`config.mk`:
```
export PLATFORM = sky130hd
export DESIGN_NAME = sec_graph_loader
export DESIGN_NICKNAME = d
export VERILOG_FILES = /design/src/rtl/sec_mon_pkg.sv /design/src/rtl/sec_graph_sig.sv /design/src/rtl/sec_graph_loader.sv
export SDC_FILE = /design/constraint.sdc
export NUM_CORES = 1
export LEC_CHECK = 0
export ABC_CLOCK_PERIOD_IN_PS = 5600
export BUFFER_PORTS_ARGS = -buffer_cell sky130_fd_sc_hd__buf_2
export CORE_ASPECT_RATIO = 1.25
export CORE_MARGIN = 2
export CORE_UTILIZATION = 56
export DETAILED_ROUTE_END_ITERATION = 8
export PLACE_DENSITY = 0.94
export RECOVER_POWER = 25
export SKIP_CTS_REPAIR_TIMING = 1
export SLEW_MARGIN = 15
export SYNTH_ARGS = -nofsm -noshare
export SYNTH_HDL_FRONTEND = slang
export SYNTH_SLANG_ARGS = --single-unit
```
`constraint.sdc`:
```
create_clock -name core_sp_clk -period 5.6 [get_ports core_sp_clk]
set_input_delay 0.84 -clock core_sp_clk [delete_from_list [all_inputs] [get_ports core_sp_clk]]
set_output_delay 0.84 -clock core_sp_clk [all_outputs]
set_load 0.005 [all_outputs]
```
`src/rtl/sec_mon_pkg.sv`:
```
// sec_mon_pkg: shared states, error codes and width defaults for the graph loader
package sec_mon_pkg;
  localparam int DEF_ADDR_W = 11;
  localparam int DEF_DATA_W = 32;
  localparam logic [3:0] WE_ALL = 4'hF;
  localparam logic [1:0] ERR_OK     = 2'd0;
  localparam logic [1:0] ERR_RANGE  = 2'd1;
  localparam logic [1:0] ERR_ABORT  = 2'd2;
  localparam logic [1:0] ERR_VERIFY = 2'd3;
  typedef enum logic [2:0] {IDLE, CHK, LOAD_BB, LOAD_NH, VERIFY, DONE} state_e;
endpackage

```
`src/rtl/sec_graph_sig.sv`:
```
// sec_graph_sig: rotate-left/XOR signature of words written to one RAM versus words read back
module sec_graph_sig #(
  parameter int DATA_W = 32
) (
  input  logic              clk_i,
  input  logic              rst_ni,
  input  logic              clr_i,
  input  logic              wr_en_i,
  input  logic [DATA_W-1:0] wr_data_i,
  input  logic              rd_en_i,
  input  logic [DATA_W-1:0] rd_data_i,
  output logic              match_o
);
  logic [DATA_W-1:0] wr_sig_q, wr_sig_d, rd_sig_q, rd_sig_d;
  // fold each word into its signature; an accepted start clears both
  always_comb begin
    wr_sig_d = clr_i ? '0 : wr_en_i ? {wr_sig_q[DATA_W-2:0], wr_sig_q[DATA_W-1]} ^ wr_data_i : wr_sig_q;
    rd_sig_d = clr_i ? '0 : rd_en_i ? {rd_sig_q[DATA_W-2:0], rd_sig_q[DATA_W-1]} ^ rd_data_i : rd_sig_q;
  end
  // signature registers
  always_ff @(posedge clk_i or negedge rst_ni) begin
    if (!rst_ni) begin
      wr_sig_q <= '0;
      rd_sig_q <= '0;
    end else begin
      wr_sig_q <= wr_sig_d;
      rd_sig_q <= rd_sig_d;
    end
  end
  assign match_o = wr_sig_q == rd_sig_q;
endmodule

```
`src/rtl/sec_graph_loader.sv`:
```
// sec_graph_loader: writes streamed words into the basic-block and next-hop RAMs; SEC_GRAPH_VERIFY_EN adds read-back verify
module sec_graph_loader
  import sec_mon_pkg::*;
#(
  parameter int ADDR_W = DEF_ADDR_W,
  parameter int DATA_W = DEF_DATA_W,
  parameter int CNT_W  = 12
) (
  input  logic              core_sp_clk,
  input  logic              reset_n,
  input  logic              start,
  input  logic              abort,
  input  logic [ADDR_W-1:0] base_idx,
  input  logic [CNT_W-1:0]  num_entries,
  input  logic [DATA_W-1:0] wr_data,
  input  logic              wr_valid,
  output logic              wr_ready,
  output logic [ADDR_W-1:0] bbr_addr,
  output logic [DATA_W-1:0] bbr_data_in,
  output logic [3:0]        bbr_we,
  output logic [ADDR_W-1:0] nhr_addr,
  output logic [DATA_W-1:0] nhr_data_in,
  output logic [3:0]        nhr_we,
  input  logic [DATA_W-1:0] bbr_data_out,
  input  logic [DATA_W-1:0] nhr_data_out,
  output logic              monitor_hold,
  output logic              busy,
  output logic              done,
  output logic [1:0]        err_code
);
  localparam logic [CNT_W:0] LIMIT = (CNT_W+1)'(2**ADDR_W);
  state_e            state_q, state_d;
  logic [1:0]        err_q, err_d, flush_q, flush_d;
  logic [ADDR_W-1:0] base_q, base_d, idx_q, idx_d, bb_addr_q, bb_addr_d, nh_addr_q, nh_addr_d;
  logic [CNT_W-1:0]  num_q, num_d;
  logic [CNT_W:0]    cnt_q, cnt_d, num_ext, end_ext;
  logic [DATA_W-1:0] bb_data_q, bb_data_d, nh_data_q, nh_data_d;
  logic [3:0]        bb_we_q, bb_we_d, nh_we_q, nh_we_d;
  logic              hs, last, range_bad;
  assign num_ext   = {1'b0, num_q};
  assign end_ext   = (CNT_W+1)'(base_q) + num_ext;
  assign range_bad = (num_q == '0) || (end_ext > LIMIT);
  assign wr_ready  = ((state_q == LOAD_BB) || (state_q == LOAD_NH)) && !abort;
  assign hs        = wr_valid && wr_ready;
  assign last      = (cnt_q + (CNT_W+1)'(1)) == num_ext;
`ifdef SEC_GRAPH_VERIFY_EN
  localparam state_e AFTER_LOAD = VERIFY;
  logic rv1_q, rv2_q, bb_ok, nh_ok, sig_clr, rd_issue, verify_end;
  assign sig_clr    = (state_q == IDLE) && start;
  assign rd_issue   = (state_q == VERIFY) && (cnt_q < num_ext);
  assign verify_end = cnt_q == num_ext + (CNT_W+1)'(2);
  // read-data valid follows the address register, then the RAM's own read register
  always_ff @(posedge core_sp_clk or negedge reset_n) begin
    if (!reset_n) begin
      rv1_q <= 1'b0;
      rv2_q <= 1'b0;
    end else begin
      rv1_q <= rd_issue;
      rv2_q <= rv1_q;
    end
  end
  sec_graph_sig #(.DATA_W(DATA_W)) u_bb_sig (
    .clk_i(core_sp_clk), .rst_ni(reset_n), .clr_i(sig_clr),
    .wr_en_i(hs && (state_q == LOAD_BB)), .wr_data_i(wr_data),
    .rd_en_i(rv2_q), .rd_data_i(bbr_data_out), .match_o(bb_ok)
  );
  sec_graph_sig #(.DATA_W(DATA_W)) u_nh_sig (
    .clk_i(core_sp_clk), .rst_ni(reset_n), .clr_i(sig_clr),
    .wr_en_i(hs && (state_q == LOAD_NH)), .wr_data_i(wr_data),
    .rd_en_i(rv2_q), .rd_data_i(nhr_data_out), .match_o(nh_ok)
  );
`else
  localparam state_e AFTER_LOAD = DONE;
  logic unused_rd;
  assign unused_rd = ^{bbr_data_out, nhr_data_out};
`endif
  // next state, error code and next RAM port values; abort overrides every busy state but DONE
  always_comb begin
    state_d   = state_q;
    err_d     = err_q;
    base_d    = base_q;
    num_d     = num_q;
    idx_d     = idx_q;
    cnt_d     = cnt_q;
    flush_d   = (flush_q != 2'd0) ? flush_q - 2'd1 : 2'd0;
    bb_addr_d = bb_addr_q;
    bb_data_d = bb_data_q;
    bb_we_d   = '0;
    nh_addr_d = nh_addr_q;
    nh_data_d = nh_data_q;
    nh_we_d   = '0;
    case (state_q)
      IDLE: if (start) begin
        state_d = CHK;
        err_d   = ERR_OK;
        base_d  = base_idx;
        num_d   = num_entries;
        idx_d   = base_idx;
        cnt_d   = '0;
      end
      CHK: begin
        state_d = range_bad ? DONE : LOAD_BB;
        err_d   = range_bad ? ERR_RANGE : err_q;
      end
      LOAD_BB: if (hs) begin
        bb_addr_d = idx_q;
        bb_data_d = wr_data;
        bb_we_d   = WE_ALL;
        state_d   = LOAD_NH;
      end
      LOAD_NH: if (hs) begin
        nh_addr_d = idx_q;
        nh_data_d = wr_data;
        nh_we_d   = WE_ALL;
        idx_d     = last ? base_q : idx_q + ADDR_W'(1);
        cnt_d     = last ? '0 : cnt_q + (CNT_W+1)'(1);
        state_d   = last ? AFTER_LOAD : LOAD_BB;
      end
      VERIFY: begin
`ifdef SEC_GRAPH_VERIFY_EN
        bb_addr_d = rd_issue ? idx_q : bb_addr_q;
        nh_addr_d = rd_issue ? idx_q : nh_addr_q;
        idx_d     = rd_issue ? idx_q + ADDR_W'(1) : idx_q;
        cnt_d     = cnt_q + (CNT_W+1)'(1);
        state_d   = verify_end ? DONE : VERIFY;
        err_d     = (verify_end && !(bb_ok && nh_ok)) ? ERR_VERIFY : err_q;
`else
        state_d = DONE;
`endif
      end
      DONE: begin
        state_d = IDLE;
        flush_d = 2'd2;
      end
      default: state_d = IDLE;
    endcase
    if (abort && (state_q != IDLE) && (state_q != DONE)) begin
      state_d = DONE;
      err_d   = ERR_ABORT;
    end
  end
  // state, latched request and registered RAM ports
  always_ff @(posedge core_sp_clk or negedge reset_n) begin
    if (!reset_n) begin
      state_q   <= IDLE;
      err_q     <= ERR_OK;
      flush_q   <= 2'd0;
      base_q    <= '0;
      num_q     <= '0;
      idx_q     <= '0;
      cnt_q     <= '0;
      bb_addr_q <= '0;
      bb_data_q <= '0;
      bb_we_q   <= '0;
      nh_addr_q <= '0;
      nh_data_q <= '0;
      nh_we_q   <= '0;
    end else begin
      state_q   <= state_d;
      err_q     <= err_d;
      flush_q   <= flush_d;
      base_q    <= base_d;
      num_q     <= num_d;
      idx_q     <= idx_d;
      cnt_q     <= cnt_d;
      bb_addr_q <= bb_addr_d;
      bb_data_q <= bb_data_d;
      bb_we_q   <= bb_we_d;
      nh_addr_q <= nh_addr_d;
      nh_data_q <= nh_data_d;
      nh_we_q   <= nh_we_d;
    end
  end
  assign bbr_addr     = bb_addr_q;
  assign bbr_data_in  = bb_data_q;
  assign bbr_we       = bb_we_q;
  assign nhr_addr     = nh_addr_q;
  assign nhr_data_in  = nh_data_q;
  assign nhr_we       = nh_we_q;
  assign busy         = state_q != IDLE;
  assign done         = state_q == DONE;
  assign monitor_hold = busy || (flush_q != 2'd0);
  assign err_code     = err_q;
endmodule

```
# After elaboration in Yosys (flattened, before gate mapping)

Cells that the tools add are included.

Bits in latches: 0
ROM bits: 0
Memories kept: 0
Flip-flop bits (word level): 148
Output and inout bits: 100
RAM bits: 0
Logic and storage cells: 75

Bitwise logic cells: 0
Order comparisons: 1
Eq/ne operators: 13
Divide/modulo/power cells: 0
$mul: 0
Shift operators: 0
Mux-type cells: 24
$add $sub $neg: 4
Reduce and logical (&&, ||, !) cells: 20

Operators by type and width:

| cell                  | number |
|---|---|
| $mux 13               | 3 |
| $mux 11               | 3 |
| $pmux 13 s2           | 1 |
| $pmux 11 s2           | 1 |
| $mux 3                | 6 |
| $pmux 3 s5            | 1 |
| $add 11x12->13        | 1 |
| $add 13x1->13 const B | 1 |
| $eq 13x12->1          | 1 |
| $gt 13x12->1 const B  | 1 |
| $logic_not 12->1      | 1 |
| $mux 4                | 3 |
| $add 11x1->11 const B | 1 |
| $mux 2                | 5 |
| $ne 3x3->1 const B    | 3 |
| $reduce_and 3->1      | 3 |
| $eq 3x2->1 const B    | 2 |
| $eq 3x3->1 const B    | 2 |
| $ne 3x2->1 const B    | 2 |
| $reduce_and 2->1      | 3 |
| $reduce_bool 3->1     | 2 |
| $logic_and 1x1->1     | 4 |
| $ne 2x2->1 const B    | 2 |
| $pmux 2 s2            | 1 |
| 6 further kinds       | 9 |

# Depth between registers and ports, before layout

Depth after elaboration: 7
Gate-level depth with buffers: 10
Mapped depth without buffers: 9

# Worst setup path after synthesis

Ideal clock, no wire load.

Kind: reg-to-reg
Start point: register cnt_q[0]
End point: register cnt_q[8]
Slack: 2.893 ns
Arrival time: 2.586 ns
Buffers on the path: 1
Stages on the path, launching flop included: 10
Path through: dfrtp_1 > ha_1 > nand3_1 > nor3_2 > mux2i_1 > nor2_1 > or4_4 > buf_6 > a31o_1 > a22o_1

Longest elaborated chain between the ends: 5

RTL lines:

| item                   | RTL line                                        | RTL |
|---|---|---|
| start, declared        | sec_graph_loader.sv:36                          | `logic [CNT_W:0] cnt_q, cnt_d, num_ext, end_ext;` |
| start signal, assigned | sec_graph_loader.sv:165                         | `cnt_q <= cnt_d;` |
| $add 13x1->13 (*)      | sec_graph_loader.sv:45, sec_graph_loader.sv:116 |  |
| $eq 13x12->1           | sec_graph_loader.sv:45                          | `assign last = (cnt_q + (CNT_W+1)'(1)) == num_ext;` |
| $mux 13 (*)            | sec_graph_loader.sv:116                         | `cnt_d = last ? '0 : cnt_q + (CNT_W+1)'(1);` |
| $mux 13 (*)            | sec_graph_loader.sv:111                         | `LOAD_NH: if (hs) begin` |
| $pmux 13 s2 (*)        | sec_graph_loader.sv:92                          | `case (state_q)` |

Every way passes the cells marked *; elsewhere a longest branch is shown, timed or not. The select of a mux whose other input is x is not followed.
A chain may end at the register's enable or synchronous reset.

# Worst setup path after layout

Start point: register cnt_q[0]
End point: register cnt_q[0]

The elaborated chain is that of the path after synthesis.

==> metrics.md <==
| Metric | Value |
|---|---|
| Commonest non-fill, non-tap cell in the layout | `nand2_1` |
| Clock skew | `0.00931 ns` |
| Buffers added on ports | `159` |
| Num ports | `224` |
| Gr usage total | `30.7%` |
| Synthesized area | `7130 um^2` |
| First-pass GRT wire length | `32.8 mm` |
| Via count | `6637` |
| Critical path data required time | `5.91 ns` |
| Synth warnings | `0` |
| Synth Flop Type | `dfrtp_1` |
| Final setup TNS | `0 ns` |
| Fmax | `278 MHz` |
| Worst Setup Path Type | `reg2reg` |
| DP HPWL | `13.1 mm` |
| Internal power | `2.90 mW` |
| Fin. Hold Viols | `0` |
| Slew @ Worst Pin | `1.20 ns` |
| Final setup vio count | `0` |
| DR DRC count | `0` |
| Pwr Density | `553 nW/um^2` |
| N_diodes | `0` |
| Crit path DAT | `3.92 ns` |
| CTS tree | `done` |
| Die width | `105 um` |
| Nature of the critical path startpoint | `register` |
| Clock power share | `25.9%` |
| Max Cap Violations | `0` |
| Pin count of the biggest net entering global routing | `92` |
| RSZ-0062 raised after global routing | `false` |
| Syn Area/Cell | `9.49 um^2` |
| TritonCTS Sinks | `142` |
| Post-synth EDFFs | `0` |
| Max Slew Vio Count | `0` |
| Clock Pin Slew Worst Setup and Hold Paths | `0.07 ns` |
| Share of layout cells above drive strength 1 | `27.6%` |
| Final min period | `3.60 ns` |
| Crit-path max FO | `17` |
| Placed cell areas | `7980 um^2` |
| Design Area, Final | `8620 um^2` |
| Final nets | `1026` |
| Seq/Total Area, Yosys | `49.9%` |
| Dpl ws | `2.27 ns` |
| Vias per std cell | `6.21` |
| Die area | `13700 um^2` |
| Synthesized flop and latch total | `142` |
| Post-route total power | `4.76 mW` |
| Clock buffers created by TritonCTS | `17` |
| Routed length per instance | `20.0 um` |
| H-Tree Depth | `4` |
| Global route overflow | `0` |
| Fill cell count | `884` |
| Psw | `1.87 mW` |
| Syn nets | `889` |
| Non-Filler Instances | `1069` |
| First DRT Iteration DRCs | `799` |
| Synth-to-Final Area Change | `20.9%` |
| Drt pass-1 iters | `6` |
| Fraction of registers with async set/reset | `100%` |
| Floorplan row count | `46` |
| Mapped Cells | `751` |
| Vias in the first global route | `6335` |
| Initial Utilization | `56.8%` |
| Hold Crit Class | `in2async` |
| Setup ws final | `2.00 ns` |
| Clock Tree Root | `clkbuf_16` |
| CP endpoint kind | `register` |
| Slew margin rel. | `19.6%` |
| Seq pwr share | `37.0%` |
| Switching fraction of total power | `39.1%` |
| Post-route ant nets | `0` |
| Status | `completed` |
| Core area | `12500 um^2` |
| Combinational power share | `37.2%` |
| P_leak | `4.45 nW` |
| Synth cell types | `66` |
| Die H | `130 um` |
| Initial antenna violation count | `0` |
| Drt total wl | `21.4 mm` |
| Clock Path Buffers | `2` |
| Placed Cells | `1037` |
| Worst IR Drop VDD | `277 uV` |
| Gpl congestion | `0.929` |
| Most frequent cells in the layout | `nand2_1 (206), buf_2 (155), dfrtp_1 (142)` |
| Period Utilization, post-route | `64.3%` |
| Clock latency on the worst-skew pair | `0.43 ns` |
metrics by stage:
step | hold WS [ns] | util [%]
after floorplan | 0.425 | -
after global placement | 0.433 | 63.6
after detailed placement | 0.445 | 63.6
after CTS | 0.454 | 68.7
after global routing | 0.480 | 68.7
final | 0.448 | 68.7
critical path, cell delays in order (launching register included):
cell and delay, ns:
dfrtp_1 0.47, ha_1 0.28, nand3_1 0.30, nor3_2 0.45, mux2i_1 0.25, nor2_1 0.10, nor4_4 1.04, nor3_1 0.24
mux2_2 0.35
layer usage:
layer | share of wire [%] | routed length (um) | GRT usage [%]
met1 | 36 | 7700 | 35.1
met2 | 51 | 10800 | 52.9
met3 | 7.6 | 1620 | 6.84
met4 | 5.8 | 1230 | 18.7
met5 | 0 | 0 | 0
final timing paths:
path,from,cells after the start,slack [ns],endpoint
worst min register to register,flush_q[0],1,0.46,flush_q[0]
worst max-delay path,cnt_q[0],8,2.00,cnt_q[0]
min in group core_sp_clk,flush_q[0],1,0.46,flush_q[0]
max in group asynchronous,reset_n,2,3.90,nhr_data_in[30]
worst max register to register,cnt_q[0],8,2.00,cnt_q[0]
worst min-delay path,reset_n,1,0.45,nhr_data_in[21]
registers in the layout (all words and copies together) (netlist names):
| signal | count |
|---|---|
| flush_q | 2 |
| nhr_addr | 11 |
| idx_q | 11 |
| bbr_data_in | 32 |
| nhr_data_in | 32 |
| cnt_q | 13 |
| err_code | 2 |
| num_q | 12 |
| bbr_addr | 11 |
| state_q | 3 |
| bbr_we | 1 |
| nhr_we | 1 |
| base_q | 11 |
cell families (layout without fill, tap and decap cells):
kind of cell             Yosys count  count (layout)  synth area share (%)
XOR/XNOR                          14              14                  1.72
flip-flops                       142             142                  49.9
buffers and inverters             68             218                  4.07
AO/OA/AOI/OAI                    132             132                  12.3
adder cells (fa/ha/maj)           14              14                  2.56
multiplexers                      57              57                  8.78
AND/OR/NAND/NOR                  324             324                  20.8
power groups by stage:
stage          clock network, mW  logic [mW]  registers [mW]
6_report                    1.23        1.77            1.76
5_1_grt                     1.28        1.94            1.79
4_1_cts                     1.23        1.75            1.74
3_5_place_dp                   0        1.69            1.74
3_3_place_gp                   0        1.62            1.71
2_1_floorplan                  0        1.11            1.66
synthesized netlist by cell type, types with 5 or more instances:
master / instances / area share, %
nand2_1: 206 / 11
dfrtp_1: 142 / 50
mux2_2: 44 / 7.0
o21ai_0: 41 / 2.9
clkbuf_1: 31 / 1.6
nor2_1: 22 / 1.2
inv_1: 21 / 1.1
a21oi_1: 17 / 1.2
nand3_1: 17 / 1.2
a31oi_1: 16 / 1.4
or3_1: 14 / 1.2
ha_1: 13 / 2.3
mux2i_1: 13 / 1.8
xnor2_1: 10 / 1.2
o22ai_1: 9 / 0.79
nand2b_1: 8 / 0.70
nor3_1: 8 / 0.56
and3_1: 7 / 0.61
nor2b_1: 7 / 0.61
buf_4: 6 / 0.63
nor4_1: 6 / 0.53
a21o_1: 5 / 0.53
buf_1: 5 / 0.26
nand4_1: 5 / 0.44
cell type report:
| type | count | area (um^2) | share of cell area [%] |
|---|---|---|---|
| multi-input combinational | 541 | 3290 | 38.2 |
| tap | 168 | 210 | 2.44 |
| timing repair buffer | 165 | 843 | 9.79 |
| clock inverter | 15 | 214 | 2.48 |
| clock buffer | 17 | 425 | 4.94 |
| sequential | 142 | 3550 | 41.2 |
| inverter | 21 | 78.8 | 0.915 |
No activity file was read; power rests on OpenSTA's default activity.
